==> config.mk <==
export PLATFORM = sky130hd
export DESIGN_NAME = gpio_irq_sched
export DESIGN_NICKNAME = d
export VERILOG_FILES = /design/src/rtl/gpio_irq_pkg.sv /design/src/rtl/gpio_irq_rr_pick.sv /design/src/rtl/gpio_irq_sched.sv
export SDC_FILE = /design/constraint.sdc
export NUM_CORES = 1
export LEC_CHECK = 0
export CAP_MARGIN = 20
export CORE_ASPECT_RATIO = 1.2
export CORE_MARGIN = 1.5
export CORE_UTILIZATION = 45
export CTS_BUF_LIST = sky130_fd_sc_hd__clkbuf_8
export DETAILED_ROUTE_END_ITERATION = 12
export DONT_BUFFER_PORTS = 1
export PLACE_DENSITY = 0.67
export SLEW_MARGIN = 30
export SYNTH_ARGS = -nofsm -noshare
export SYNTH_HDL_FRONTEND = slang
export SYNTH_HIERARCHICAL = 1
export SYNTH_SLANG_ARGS = --single-unit
==> constraint.sdc <==
create_clock -name clk -period 12.95 [get_ports clk]
set_clock_uncertainty 0.15 [all_clocks]
set_input_delay 2.59 -clock clk [delete_from_list [all_inputs] [get_ports clk]]
set_output_delay 2.59 -clock clk [all_outputs]
set_load 0.05 [all_outputs]
==> src/rtl/gpio_irq_pkg.sv <==
// Shared types for the GPIO interrupt scheduler: per-pin event types and arbiter states.
package gpio_irq_pkg;

    typedef enum logic [1:0] {
        RISE  = 2'b00,
        FALL  = 2'b01,
        BOTH  = 2'b10,
        LEVEL = 2'b11
    } irq_type_e;

    typedef enum logic [1:0] {
        IDLE = 2'b00,
        REQ  = 2'b01,
        GAP  = 2'b10
    } arb_state_e;

endpackage

==> src/rtl/gpio_irq_rr_pick.sv <==
// Combinational round-robin pick: first set pending bit at or after ptr, wrapping
// to pin 0 after the last pin.
module gpio_irq_rr_pick
    import gpio_irq_pkg::*;
#(
    parameter int NPINS = 32,
    parameter int IDW   = $clog2(NPINS)
) (
    input  logic [NPINS-1:0] pend_i,
    input  logic [IDW-1:0]   ptr_i,
    output logic             valid_o,
    output logic [IDW-1:0]   idx_o
);

    localparam int OW = IDW + 1;

    logic [NPINS-1:0] rot_s;
    logic [OW-1:0]    off_s;
    logic [OW-1:0]    sum_s;

    // Rotate so ptr lands at bit 0, find the lowest set bit, then rotate the index back.
    always_comb begin
        rot_s   = NPINS'({pend_i, pend_i} >> ptr_i);
        valid_o = |rot_s;
        off_s   = '0;
        for (int k = NPINS - 1; k >= 0; k--) begin
            off_s = rot_s[k] ? OW'(k) : off_s;
        end
        sum_s = {1'b0, ptr_i} + off_s;
        idx_o = (sum_s >= OW'(NPINS)) ? IDW'(sum_s - OW'(NPINS)) : sum_s[IDW-1:0];
    end

endmodule

==> src/rtl/gpio_irq_sched.sv <==
// GPIO event detector and round-robin interrupt scheduler: sync, tick-sampled glitch
// filter, per-pin edge/level events, pending latch and one-at-a-time req/ack to the core.
module gpio_irq_sched
    import gpio_irq_pkg::*;
#(
    parameter int NPINS = 32,
    parameter int IDW   = $clog2(NPINS),
    parameter int DIVW  = 16
) (
    input  logic                 clk,
    input  logic                 rst,
    input  logic [NPINS-1:0]     gpio_in_i,
    input  logic [NPINS-1:0]     gpio_dir_i,
    input  logic [NPINS-1:0]     int_en_i,
    input  logic [2*NPINS-1:0]   int_type_i,
    input  logic [DIVW-1:0]      filt_div_i,
    input  logic [NPINS-1:0]     pending_clr_i,
    output logic                 irq_o,
    output logic [IDW-1:0]       irq_id_o,
    input  logic                 irq_ack_i,
    output logic [NPINS-1:0]     pending_o,
    output logic [NPINS-1:0]     gpio_sync_o
);

    logic [NPINS-1:0] s1_q, s2_q, sample_q, filt_q, prev_q, pend_q;
    logic [NPINS-1:0] sample_d, filt_d, pend_d;
    logic [DIVW-1:0]  cnt_q, cnt_d;
    logic             tick_s;

    logic [NPINS-1:0] rise_s, fall_s, evt_s, set_s, clr_s, ack_vec_s;
    logic             ack_fire_s;

    arb_state_e       state_q;
    logic             irq_q;
    logic [IDW-1:0]   irq_id_q, ptr_q;
    logic             pick_valid_s;
    logic [IDW-1:0]   pick_idx_s;

    // Filter prescaler; a count above a freshly lowered terminal value wraps without ticking.
    always_comb begin
        tick_s = (cnt_q == filt_div_i);
        cnt_d  = (cnt_q >= filt_div_i) ? '0 : cnt_q + DIVW'(1'b1);
    end

    for (genvar i = 0; i < NPINS; i++) begin : g_pin
        irq_type_e type_s;
        assign type_s    = irq_type_e'(int_type_i[2*i +: 2]);
        assign filt_d[i] = (tick_s && (s2_q[i] == sample_q[i])) ? s2_q[i] : filt_q[i];
        assign rise_s[i] = filt_q[i] & ~prev_q[i];
        assign fall_s[i] = ~filt_q[i] & prev_q[i];
        assign evt_s[i]  = (type_s == RISE) ? rise_s[i] :
                           (type_s == FALL) ? fall_s[i] :
                           (type_s == BOTH) ? (rise_s[i] | fall_s[i]) : filt_q[i];
    end

    // Pending update; a new event wins over a same-cycle software clear or ack.
    always_comb begin
        ack_fire_s          = (state_q == REQ) & irq_ack_i;
        ack_vec_s           = '0;
        ack_vec_s[irq_id_q] = ack_fire_s;
        set_s               = evt_s & int_en_i & ~gpio_dir_i;
        clr_s               = pending_clr_i | ack_vec_s;
        pend_d              = set_s | (pend_q & ~clr_s);
        sample_d            = tick_s ? s2_q : sample_q;
    end

    // Input synchroniser, filter, edge history, pending and prescaler state.
    always_ff @(posedge clk or posedge rst) begin
        if (rst) begin
            s1_q     <= '0;
            s2_q     <= '0;
            sample_q <= '0;
            filt_q   <= '0;
            prev_q   <= '0;
            pend_q   <= '0;
            cnt_q    <= '0;
        end else begin
            s1_q     <= gpio_in_i;
            s2_q     <= s1_q;
            sample_q <= sample_d;
            filt_q   <= filt_d;
            prev_q   <= filt_q;
            pend_q   <= pend_d;
            cnt_q    <= cnt_d;
        end
    end

    gpio_irq_rr_pick #(
        .NPINS (NPINS),
        .IDW   (IDW)
    ) u_pick (
        .pend_i  (pend_q),
        .ptr_i   (ptr_q),
        .valid_o (pick_valid_s),
        .idx_o   (pick_idx_s)
    );

    // Request arbiter; GAP plus IDLE guarantee two low cycles between requests.
    always_ff @(posedge clk or posedge rst) begin
        if (rst) begin
            state_q  <= IDLE;
            irq_q    <= 1'b0;
            irq_id_q <= '0;
            ptr_q    <= '0;
        end else begin
            case (state_q)
                IDLE: begin
                    if (pick_valid_s) begin
                        irq_id_q <= pick_idx_s;
                        irq_q    <= 1'b1;
                        state_q  <= REQ;
                    end
                end
                REQ: begin
                    if (irq_ack_i) begin
                        irq_q   <= 1'b0;
                        ptr_q   <= (irq_id_q == IDW'(NPINS - 1)) ? '0 : irq_id_q + IDW'(1'b1);
                        state_q <= GAP;
                    end else if (!pend_q[irq_id_q]) begin
                        irq_q   <= 1'b0;
                        state_q <= IDLE;
                    end
                end
                GAP: begin
                    irq_q   <= 1'b0;
                    state_q <= IDLE;
                end
                default: begin
                    irq_q   <= 1'b0;
                    state_q <= IDLE;
                end
            endcase
        end
    end

    assign irq_o       = irq_q;
    assign irq_id_o    = irq_id_q;
    assign pending_o   = pend_q;
    assign gpio_sync_o = filt_q;

endmodule

* After elaboration in Yosys (flattened, before gate mapping)
Index checks and enable logic that the tools add are counted.
** Cells by class
- Bitwise operators :: 169
- Equal/unequal tests :: 101
- Reductions and logical operators :: 70
- $add $sub $neg :: 4
- Shift operators :: 1
- Multiplexer cells :: 143
- Magnitude comparators :: 4
** Operators with widths (count)
- 2-to-1 mux 6 bit :: 31
- bitwise AND 32 bit :: 4
- 2-to-1 mux 1 bit :: 101
- == test 2 x 1 -> 1 bit (second input constant) :: 33
- zero test 2 bit :: 33
- bitwise AND 1 bit :: 65
- == test 2 bit (second input constant) :: 32
- NOT 1 bit :: 64
- NOT 32 bit :: 2
- OR 32 bit :: 2
- >> shifter 64 x 5 -> 32 bit :: 1
- logical AND 1 bit :: 33
- == test 1 bit :: 32
- OR 1 bit :: 32
- OR reduction 32 bit :: 1
- adder 16 x 1 -> 16 bit (second input constant) :: 1
- == test 16 bit :: 1
- greater-or-equal comparator 16 bit :: 1
- 2-to-1 mux 16 bit :: 1
- 2-to-1 mux 5 bit :: 3
- adder 5 x 6 -> 6 bit :: 1
- greater-or-equal comparator 6 bit (second input constant) :: 1
- less-than comparator 5 x 6 -> 1 bit (second input constant) :: 1
- 2-to-1 mux 2 bit :: 3
- other kinds (11) :: 13
** Storage, ports and cells
- Input bits :: 211
- Word-level logic and storage cells :: 534
- Bits in registers :: 221
- Output and inout bits :: 70

* Longest topological paths before layout
Gate-level depths: netlist of the first run.
- Word-level depth :: 36
- Gate-level depth with buffers :: 22
- Gate-level depth less buffers :: 17

* Modules after synthesis
Netlist of the first run, hierarchy kept.
** By module, submodules not included
- gpio_irq_sched :: times used 1, cells each 1004, seq. area each 5505.3 µm², area each 10577.6 µm²
- gpio_irq_rr_pick :: times used 1, cells each 398, seq. area each 0.0 µm², area each 4018.9 µm²

* Worst setup path after synthesis of the first run
No wires, ideal clock.
- Kind :: register to register
- Start :: register ptr_q[3]
- End :: register irq_id_q[4], in the netlist irq_id_o[4]
- Stages on the path, launching flop included :: 21
- Buffers on the path :: 3
- Library setup time :: 0.125 ns
- Arrival time :: 4.362 ns
- Period minus slack after synthesis :: 4.636 ns
- Slack :: 8.314 ns
- Required time :: 12.675 ns
- Path through :: dfrtp_1 -> buf_2 -> buf_4 -> buf_2 -> mux4_2 -> mux4_2 -> mux2_2 -> nor3_2 -> o311ai_1 -> a211o_1 -> a2111o_1 -> a21oi_1 -> ha_1 -> inv_1 -> fa_1 -> inv_1 -> a21o_1 -> a21oi_1 -> xnor2_1 -> xnor2_1 -> mux2_2
** Between the ends
- Longest elaborated chain between the ends :: 36
- Elaborated cells on any way between the ends :: 39
- Those cells by class :: 2 x add/sub; 1 x order compare; 1 x shift; 33 x mux; 2 x reduce/logical
** RTL lines
- start, declared :: RTL line gpio_irq_sched.sv:35 : logic [IDW-1:0] irq_id_q, ptr_q;
- start signal, assigned :: RTL line gpio_irq_sched.sv:117 : ptr_q <= (irq_id_q == IDW'(NPINS - 1)) ? '0 : irq_id_q + IDW'(1'b1);
- >> shifter 64 x 5 -> 32 bit :: RTL line gpio_irq_rr_pick.sv:23 : rot_s = NPINS'({pend_i, pend_i} >> ptr_i);
- 2-to-1 mux 5 bit :: RTL line gpio_irq_rr_pick.sv:27 : off_s = rot_s[k] ? OW'(k) : off_s;
- 2-to-1 mux 6 bit (31 in a row) :: RTL line gpio_irq_rr_pick.sv:27
- adder 5 x 6 -> 6 bit * :: RTL line gpio_irq_rr_pick.sv:29 : sum_s = {1'b0, ptr_i} + off_s;
- subtractor 5 x 1 -> 5 bit or greater-or-equal comparator 6 bit (tied branches) :: RTL line gpio_irq_rr_pick.sv:30 : idx_o = (sum_s >= OW'(NPINS)) ? IDW'(sum_s - OW'(NPINS)) : sum_s[IDW-1:0];
- 2-to-1 mux 5 bit * :: RTL line gpio_irq_rr_pick.sv:30
- via pick_idx_s[4] :: RTL line gpio_irq_sched.sv:37 : logic [IDW-1:0] pick_idx_s;
- end signal, assigned :: RTL line gpio_irq_sched.sv:109 : irq_id_q <= pick_idx_s;
- end, declared :: RTL line gpio_irq_sched.sv:35
Mark *: on every way through the listed nets, which the timed path passes. The rest lies on a longest branch.
A chain may end at the register's enable or synchronous reset.

* Worst setup path after layout of the first run
Same ends and word-level chain as after synthesis.

==> summary.md, run 1 <==
| Metric | Value |
|---|---|
| Post-synthesis instance total | `1402` |
| Initial antenna violation count | `9` |
| FILL cells | `2912` |
| Hold path cells | `0` |
| Sink Count | `220` |
| Final period util | `41.90%` |
| Width of the chip | `167.4 µm` |
| Finished Cell Area | `15700 µm²` |
| Initial Utilization | `45.51%` |
| Post-synthesis cell type count | `77` |
| Syn_area_per_cell | `10.41 µm²` |
| NetSw | `0.001269 W` |
| Estimated wirelength of the detail-placed design | `between 30 and 40 mm` |
| Status | `finished, final reports clean` |
| Total power | `0.003017 W` |
| Pin count of the biggest net entering global routing | `between 90 and 100` |
| Synthesis Warnings | `6` |
| Rel. slew slack | `27.09%` |
| Clk Tree Root Cell | `clkbuf_8` |
| Share of power burned in registers | `~30%` |
| Hold path startpoint | `s1_q[17]$_DFF_PP0_` |
| Hold Path Class | `flip-flop to flip-flop` |
| Switching share of power | `42.07%` |
| Core Region | `around 32000 µm²` |
| Area contributors post-synth | `dfrtp_1, mux4_2, ha_1, mux2_2, o21ai_0` |
| Crit path max fanout | `72` |
| Routability cong. | `0.9611` |
| Minimum clock period | `5426 ps` |
| Area delta synth->final | `7.561%` |
| Ys flop type | `dfrtp_1` |
| Slew Viols, Final | `0` |
| Setup violators final | `0` |
| Initial drt markers | `1115` |
| Worst Hold End | `s2_q[17]$_DFF_PP0_` |
| Worst r2r src | `ptr_q[3]$_DFFE_PP0P_` |
| Comb pwr share | `49.4%` |
| RSZ-0062 raised after global routing | `false` |
| Clock network fraction of design power | `20.7%` |
| WP data required | `between 10000 and 15000 ps` |
| Share of the synthesized area in the top cell type | `a little under two fifths` |
| Dpl cells | `1773` |
| Remaining antenna violation count after routing | `0` |
| Worst VDD drop | `between 0.1 and 0.15 mV` |
| Fin cells | `1840` |
| Yosys reg bits | `between 200 and 250` |
| Pre-antenna DRT Iters | `6` |
| Setup slack, reg-to-reg | `7520 ps` |
| Count of final hold-check violations | `0` |
| Post-synth top area cell | `dfrtp_1` |
| CP arrival | `approximately 5700 ps` |
| Post-CTS Hold Buffers | `0` |
| Ys async rst share | `between 90% and 100%` |
| Synth Cell Area | `14600 µm²` |
| P_int | `0.001748 W` |
| Fmax | `about 180 MHz` |
| Detailed Route WL | `44.78 mm` |
| CTS H-tree depth | `2` |
| I/O Pins | `281` |
| Drt drc | `0` |
| Vias post-DR | `around 12000` |
| Worst skew pair latency | `530 ps` |
| Num CTS Buffers | `36` |
| Vias in the first global route | `11480` |
| Routed wire per std cell | `~24 µm` |
| Die Ht | `200.3 µm` |
| Longest Clk Path Bufs | `3` |
| Seq/Total Area, Yosys | `37.72%` |
| Setup TNS | `0 ps` |
| Setup Buffers After CTS | `0` |
| Total gr overflow | `0` |
| First-pass GRT wire length | `68.56 mm` |
| Leakage Power | `6.944 nW` |
| Vias per cell | `6.260` |
| CP Capture Type | `flip-flop` |
| GRT Total Usage | `a little over a quarter` |
| Layout cells sized above 1 | `16.13%` |
| Worst Setup Path Type | `flip-flop to flip-flop` |
| CP startpoint kind | `flip-flop` |
| Post_cts resized | `0` |
| Worst r2r path cells | `18` |
| Final core occ | `between 40 and 50%` |
| Row count | `72` |
| Clk slew on worst S/H paths | `60 ps` |
| Pwr/cell area | `192.2 nW/µm²` |
| Nets | `1706` |
| Post-synth EDFFs | `0` |
| Die ar. | `33530 µm²` |
| Worst Tran Pin Value | `1094 ps` |
| CTS tree | `done` |
| Port-buffer cells | `0` |
| Max_cap viols | `0` |
| Syn_nets | `roughly 1700` |
| Reg2reg end | `irq_id_o[4]$_DFFE_PP0P_` |
| Post-placement cell area | `14930 µm²` |
cells in the mapped netlist, types with 4 or more instances:
cell type and instances:
nand2_1 120, o21ai_0 111, o221ai_1 4, mux2i_1 50, mux4_1 10, nand3_1 22
clkbuf_1 17, a21oi_1 59, a32oi_1 4, nand2b_1 11, o32ai_1 5, or2_2 7
buf_4 13, xor2_1 9, nor2_1 33, nor3b_1 5, xnor2_1 11, dfrtp_1 220
buf_6 5, o22ai_1 20, nor4_1 5, buf_2 15, nor2b_1 62, and3_1 4
buf_1 5, mux2_2 61, ha_1 90, a211oi_1 40, inv_1 123, o31ai_1 6
mux4_2 68, nor3_1 21, nand4_1 6, o21ai_1 51, nand3b_1 46
how the worst max path moves through the flow:
stage	startpoint	endpoint	cells past startpoint
2_1_floorplan	rst	cnt_q[0]$_DFF_PP0_	1
3_3_place_gp	ptr_q[2]$_DFFE_PP0P_	irq_id_o[4]$_DFFE_PP0P_	18
3_5_place_dp	ptr_q[2]$_DFFE_PP0P_	irq_id_o[4]$_DFFE_PP0P_	18
4_1_cts	ptr_q[2]$_DFFE_PP0P_	irq_id_o[4]$_DFFE_PP0P_	18
5_1_grt	ptr_q[3]$_DFFE_PP0P_	irq_id_o[4]$_DFFE_PP0P_	18
6_report	ptr_q[3]$_DFFE_PP0P_	irq_id_o[4]$_DFFE_PP0P_	18
metrics by stage:
| step | hold WS [ps] | worst slack (ps) |
|---|---|---|
| after floorplan | 181.2 | 4189 |
| after global placement | 182.8 | 7596 |
| after detailed placement | 184.7 | 7536 |
| after CTS | 196.7 | 7505 |
| after global routing | 202.6 | 7308 |
| final | 194.9 | 7524 |
sequential cells by signal, summed over array words and instances, names as in the netlist:
register,cells
gpio_sync_o,32
pending_o,32
prev_q,32
s1_q,32
s2_q,32
sample_q,32
cnt_q,16
irq_id_o,5
ptr_q,5
irq_o,1
state_q,1
final cells by class:
class | count | area [µm²] | share of cell area [%]
clock inverters | 11 | 72.57 | 0.4622
diodes | 7 | 17.52 | 0.1116
multi-input cells | 1000 | 8270 | 52.68
well taps | 407 | 509.2 | 3.244
clock buffers | 49 | 674.4 | 4.295
flip-flops and latches | 220 | 5514 | 35.12
repair buffers | 21 | 165.2 | 1.052
inverters | 125 | 476.7 | 3.036
cells in the final DEF, fill, tap and decap left out, drive strengths merged, types with 22 or more instances in the layout:
cell      n
nor3     22
inv     133
ha       90
a211oi   40
o21ai   162
nor2     33
dfrtp   220
nand2   120
nand3b   46
nand3    22
mux4     78
nor2b    62
a21oi    59
clkbuf   49
mux2     62
mux2i    50
worst max-delay path, stage by stage, from the launching register on:
cell and delay [ps]:
dfrtp_2 330, buf_4 750, mux4_2 610, mux2_1 360, mux4_2 530, nand2b_1 90
o311ai_0 170, a211o_1 310, a2111o_1 370, a21oi_1 170, ha_1 190, inv_1 60
fa_1 400, inv_1 70, a21o_1 110, a21oi_1 70, xnor2_1 140, xnor2_1 140
mux2_2 270
cells by family (layout without fill, tap and decap cells):
| logic type | Yosys count | count (layout) | synth area share, % |
|---|---|---|---|
| other cells | 0 | 7 | 0 |
| buf+inv | 182 | 206 | 5.623 |
| fa+ha+maj | 91 | 91 | 7.852 |
| mux | 190 | 190 | 20.50 |
| xor+xnor | 20 | 20 | 1.200 |
| flops | 220 | 220 | 37.72 |
| compound gates | 336 | 336 | 13.69 |
| simple gates | 363 | 363 | 13.41 |
per-layer routing:
metal	track usage (%)	share of wire, %	up-vias
met3	7.410	8.9	144
met5	0	0.060	-
met1	31.37	37	5710
li1	-	-	5125
met4	13.74	5.2	4
met2	44.99	49	535
power by group through the flow:
stage	Sequential (W)	Clock [W]	Combinational, W
final	0.000903	0.000624	0.00149
after global routing	0.000908	0.000676	0.00161
after CTS	0.000897	0.000644	0.00147
after detailed placement	0.000909	0	0.00147
after global placement	0.000909	0	0.00146
after floorplan	0.000863	0	0.00119
No activity file was read; power rests on OpenSTA's default activity.
==> inputs of run 2 (changes only) <==
Settings changed: PLACE_DENSITY 0.67 to 0.69.
Clock period 12.95 ns to 4.5 ns, I/O delays scaled along.
==> run 2 against run 1 <==
The flow now finishes with violations (negative setup slack). Critical path depth is the same. Hold slack gained 2.1 ps. Global-route usage grew 3.2 points. Core utilization grew 4.8 points. Register-to-register slack lost 7800 ps. Critical endpoint unchanged. Largest cell class unchanged.
==> summary.md, run 2 (synthesized netlist as in run 1, its figures left out) <==
| Metric | Value |
|---|---|
| Status | `finished, violations left` |
| Failing checks | `negative setup slack` |
| Nets | `1881` |
| Final period util | `105.5%` |
| Longest Clk Path Bufs | `3` |
| Initial Utilization | `45.51%` |
| Drt drc | `0` |
| Initial drt markers | `902` |
| Total gr overflow | `0` |
| Clk Tree Root Cell | `clkbuf_8` |
| Minimum clock period | `4749 ps` |
| Max_cap viols | `0` |
| First-pass GRT wire length | `75.82 mm` |
| Worst setup path startpoint | `ptr_q[0]$_DFFE_PP0P_` |
| Die Ht | `200.3 µm` |
| Leakage Power | `between 7 and 8 nW` |
| Finished Cell Area | `approximately 17000 µm²` |
| Clk slew on worst S/H paths | `about 60 ps` |
| GRT Total Usage | `29.99%` |
| Remaining antenna violation count after routing | `0` |
| CP startpoint kind | `flip-flop` |
| Count of final hold-check violations | `0` |
| Sink Count | `220` |
| Slew Viols, Final | `0` |
| Most common library cell in the layout ignoring fill and taps | `dfrtp_1` |
| Fmax | `210.6 MHz` |
| Core Region | `32070 µm²` |
| Rel. slew slack | `a little under two fifths` |
| Die ar. | `33530 µm²` |
| Estimated wirelength of the detail-placed design | `38.79 mm` |
| Detailed Route WL | `50.03 mm` |
| Hold path startpoint | `s1_q[28]$_DFF_PP0_` |
| Vias post-DR | `12390` |
| Hold Path Class | `flip-flop to flip-flop` |
| Crit path max fanout | `6` |
| Commonest cells after routing, fill and taps aside | `dfrtp_1, buf_4, inv_1` |
| WP data required | `4750 ps` |
| Num CTS Buffers | `37` |
| Setup WS post-layout | `-249.4 ps` |
| Hold WS | `between 150 and 200 ps` |
| Routed wire per std cell | `24.80 µm` |
| Worst r2r src | `ptr_q[0]$_DFFE_PP0P_` |
| Setup TNS | `-269.7 ps` |
| Width of the chip | `167.4 µm` |
| Setup violators final | `2` |
| Initial antenna violation count | `7` |
| Post-Place Setup Slack | `-382.8 ps` |
| CP arrival | `5000 ps` |
| Pwr/cell area | `between 500 and 600 nW/µm²` |
| CP Capture Type | `flip-flop` |
| CTS tree | `done` |
| Pin count of the biggest net entering global routing | `132` |
| Pre-antenna DRT Iters | `5` |
| Row count | `72` |
| Vias in the first global route | `around 12000` |
| Worst skew pair latency | `540 ps` |
| Post-placement cell area | `16220 µm²` |
| CTS H-tree depth | `2` |
| Worst Setup Path Type | `flip-flop to flip-flop` |
| Port-buffer cells | `0` |
| I/O Pins | `281` |
| Layout cells sized above 1 | `between 20% and 30%` |
| Worst VDD drop | `0.2782 mV` |
| Routability cong. | `1.030` |
| Vias per cell | `6.144` |
| Worst Tran Pin Value | `943.9 ps` |
| RSZ-0062 raised after global routing | `true` |
| Area delta synth->final | `18.02%` |
| Final core occ | `between 50% and 60%` |
[run 2: timing repair]
item	CTS	global route
gates resized for setup	10	18
endpoints found under the setup margin	4	4
cloned	1	1
pin swaps	2	4
endpoints found under the hold margin	9	0
hold buffers	1	0
buffers inserted	3	7
[run 2: cell type report]
type | count | area (µm²)
diodes | 5 | 12.51
clock buffers | 45 | 619.3
clock inverters | 20 | 150.1
fillers | 2844 | 14840
inverters | 125 | 473.0
multi-input cells | 1000 | 8339
flip-flops and latches | 220 | 5512
well taps | 407 | 509.2
repair buffers | 195 | 1612
[run 2: report_power, final]
part / switching, W / leakage, nW / total [W] / internal [W]
registers: 0.000350 / 2.36 / 0.00248 / 0.00213
logic: 0.00304 / 5.09 / 0.00585 / 0.00281
clock network: 0.000818 / 0.441 / 0.00185 / 0.00103
[run 2: routing by layer]
layer / share of wire [%] / wire length, µm / GRT usage, % / vias to the layer above
met4: 7.6 / 3786 / 20.72 / 2
li1: - / - / - / 5458
met1: 38 / 19080 / 36.53 / 6163
met3: 6.8 / 3396 / 5.513 / 174
met5: 0.028 / 14 / 0 / -
met2: 47 / 23750 / 48.32 / 595
[run 2: final timing paths]
kind                                                  to  slack (ps)  cells past startpoint
worst max register to register   irq_id_o[4]$_DFFE_PP0P_        -250                     18
min in group asynchronous       sample_q[19]$_DFFE_PP0P_         620                      2
worst min register to register        s2_q[28]$_DFF_PP0_         200                      0
worst min-delay path                  s2_q[28]$_DFF_PP0_         200                      0
worst max-delay path             irq_id_o[4]$_DFFE_PP0P_        -250                     18
max in group asynchronous        pending_o[15]$_DFF_PP0_        2520                      3
[run 2: critical path: stages (launching register included)]
cell and delay [ps]:
dfrtp_2 480, buf_12 170, mux4_2 540, mux2_4 280, mux4_2 500, nor3_2 150, o311ai_2 110, a211o_1 300
a2111o_1 410, a21oi_2 150, ha_2 200, inv_2 40, fa_2 350, inv_1 60, a21o_1 110, a21oi_1 70
xnor2_1 130, xnor2_1 130, mux2_2 270
[run 2: metrics by stage]
stage                     cells  power (W)
after floorplan            1402   0.005921
after global placement     1935   0.007890
after detailed placement   1935   0.007911
after CTS                  2004   0.009919
after global routing       2017    0.01067
final                      2017    0.01017
==> inputs of run 3 (changes only) <==
Settings changed: GPL_TIMING_DRIVEN set to 0.
==> run 3 against run 2 <==
Sequential share of layout area increased by 1.9 points. Flip-flop and latch count unchanged. Via count decreased by 1.1%. Hold slack got worse by 74 ps. The flow still finishes with violations (negative setup slack). Sequential power increased by 5%. Clock power about the same. Core utilization decreased by 2.1 points. Die area unchanged. Largest cell class unchanged. Total power decreased by 7.2%. Global-route usage increased by 0.41 points. Combinational power decreased by 15%. First-iteration DRC count increased by 29%.
==> summary.md, run 3 (synthesized netlist as in run 1, its figures left out) <==
| Metric | Value |
|---|---|
| Minimum clock period | `4784 ps` |
| Finished Cell Area | `16570 µm²` |
| Initial Utilization | `45.51%` |
| Area delta synth->final | `13.50%` |
| Nets | `1783` |
| Post-placement cell area | `15320 µm²` |
| CP dominant cell by count | `xnor2_1` |
| Estimated wirelength of the detail-placed design | `36.75 mm` |
| Pin count of the biggest net entering global routing | `31` |
| Commonest cells after routing, fill and taps aside | `dfrtp_1, inv_1, nand2_1` |
| Longest Clk Path Bufs | `3` |
| Crit path max fanout | `12` |
| Pre-antenna DRT Iters | `6` |
| Worst Setup Path Type | `flip-flop to flip-flop` |
| Worst r2r path cells | `17` |
| Routed wire per std cell | `26.38 µm` |
| Core Region | `about 32000 µm²` |
| Fmax | `209.0 MHz` |
| Drt drc | `0` |
| CTS tree | `done` |
| Clk slew on worst S/H paths | `60 ps` |
| WP data required | `4760 ps` |
| Most common library cell in the layout ignoring fill and taps | `dfrtp_1` |
| Total power | `0.009441 W` |
| Setup violators final | `2` |
| Clk Tree Root Cell | `clkbuf_8` |
| Row count | `a little over 70` |
| Vias per cell | `approximately 6.4` |
| Vias post-DR | `12260` |
| Hold Path Class | `input pin to asynchronous set/reset pin` |
| Die ar. | `33530 µm²` |
| Initial drt markers | `around 1200` |
| GRT Total Usage | `30.40%` |
| Worst path slowest cell | `dfrtp_4` |
| Slowest Stage Delay on Critical Path | `around 640 ps` |
| Width of the chip | `167.4 µm` |
| First-pass GRT wire length | `76.31 mm` |
| Total gr overflow | `0` |
| Num CTS Buffers | `36` |
| Delay-heaviest family, CP | `multiplexers` |
| Layout cells sized above 1 | `between 20 and 25%` |
| Final period util | `106.3%` |
| Port-buffer cells | `0` |
| Vias in the first global route | `12530` |
| Pwr/cell area | `between 500 and 600 nW/µm²` |
| Rel. slew slack | `43.75%` |
| Failing checks | `negative setup slack` |
| Remaining antenna violation count after routing | `0` |
| CP arrival | `slightly above 5000 ps` |
| CTS H-tree depth | `2` |
| Count of final hold-check violations | `0` |
| Worst Tran Pin Value | `roughly 840 ps` |
| Hold WS | `123.0 ps` |
| I/O Pins | `281` |
| FILL cells | `2853` |
| Initial antenna violation count | `6` |
| Leakage Power | `7.316 nW` |
| Worst VDD drop | `around 0.34 mV` |
| CP Capture Type | `flip-flop` |
| Setup WS post-layout | `-284.2 ps` |
| RSZ-0062 raised after global routing | `true` |
| Routability cong. | `1.016` |
| Sink Count | `220` |
| Slew Viols, Final | `0` |
| CP Buf/Inv Count | `2` |
| Crit path cell chain | `mux4_1 > mux2_2 > mux4_2 > nand2b_1 > o311ai_0 > a211o_1 > a2111o_1 > a21oi_2 > ha_2 > inv_2 > fa_2 > inv_1 > a21o_1 > a21oi_1 > xnor2_1 > xnor2_1 > mux2_4` |
| Status | `finished, violations left` |
| Detailed Route WL | `50.70 mm` |
| Worst skew pair latency | `550 ps` |
| Worst path depth | `17` |
| Max_cap viols | `0` |
| CP startpoint kind | `flip-flop` |
| Die Ht | `200.3 µm` |
==> run 3: changes by cell type in the layout (fill, tap and decap cells not counted), sizes merged <==
cell / previous run / this run
clkbuf: 46 / 64
diode: 5 / 8
dlygate4sd3: 1 / 0
inv: 137 / 135
clkinv: 5 / 4
buf: 193 / 80
clkdlybuf4s18: 0 / 1
==> run 3: repair_timing <==
action,in CTS,in global routing
gates cloned,0,0
pin swaps,6,6
setup buffers,31,2
setup endpoints to repair,5,4
endpoints found under the hold margin,0,0
hold buffers,0,0
gates resized for setup,92,7
==> run 3: area by class of cell <==
cell class / count / area (µm²) / share of cell area (%)
well taps: 407 / 509.2 / 3.074
inverters: 125 / 473.0 / 2.855
clock inverters: 17 / 133.9 / 0.8081
diodes: 8 / 20.02 / 0.1208
flip-flops and latches: 220 / 5614 / 33.89
multi-input cells: 1000 / 8318 / 50.21
clock buffers: 47 / 646.9 / 3.905
plain buffers: 57 / 435.4 / 2.628
repair buffers: 41 / 416.7 / 2.515
==> run 3: routing by layer <==
metal,vias to the layer above,global-route usage (%),wire length (µm)
met3,271,8.239,4680
met2,734,50.64,24350
li1,5276,-,-
met5,-,0,0
met1,5978,34.15,17760
met4,0,20.17,3910
==> run 3: where the power goes <==
part           switching, W  total (W)  internal [W]
Clock              0.000813    0.00187       0.00106
Sequential         0.000474    0.00261       0.00214
Combinational       0.00272    0.00496       0.00224
Total               0.00400    0.00944       0.00544
==> run 3: stage by stage <==
step	instances	util, %	setup slack, ps	TNS [ps]
after floorplan	1402	-	-12.52	-12.52
after global placement	1809	47.18	-985.0	-126950
after detailed placement	1817	47.77	-950.7	-2328
after CTS	1912	51.49	-296.9	-313.4
after global routing	1920	51.64	-449.9	-682.7
final	1922	51.66	-284.2	-297.5
==> run 3: final timing paths <==
path / startpoint / end / slack (ps)
max: pending_o[12]$_DFF_PP0_ / irq_id_o[4]$_DFFE_PP0P_ / -280
min: rst / s1_q[29]$_DFF_PP0_ / 120
max reg2reg: pending_o[12]$_DFF_PP0_ / irq_id_o[4]$_DFFE_PP0P_ / -280
min reg2reg: s1_q[5]$_DFF_PP0_ / s2_q[5]$_DFF_PP0_ / 190
max in group asynchronous: rst / pending_o[12]$_DFF_PP0_ / 2500
min in group clk: s1_q[5]$_DFF_PP0_ / s2_q[5]$_DFF_PP0_ / 190
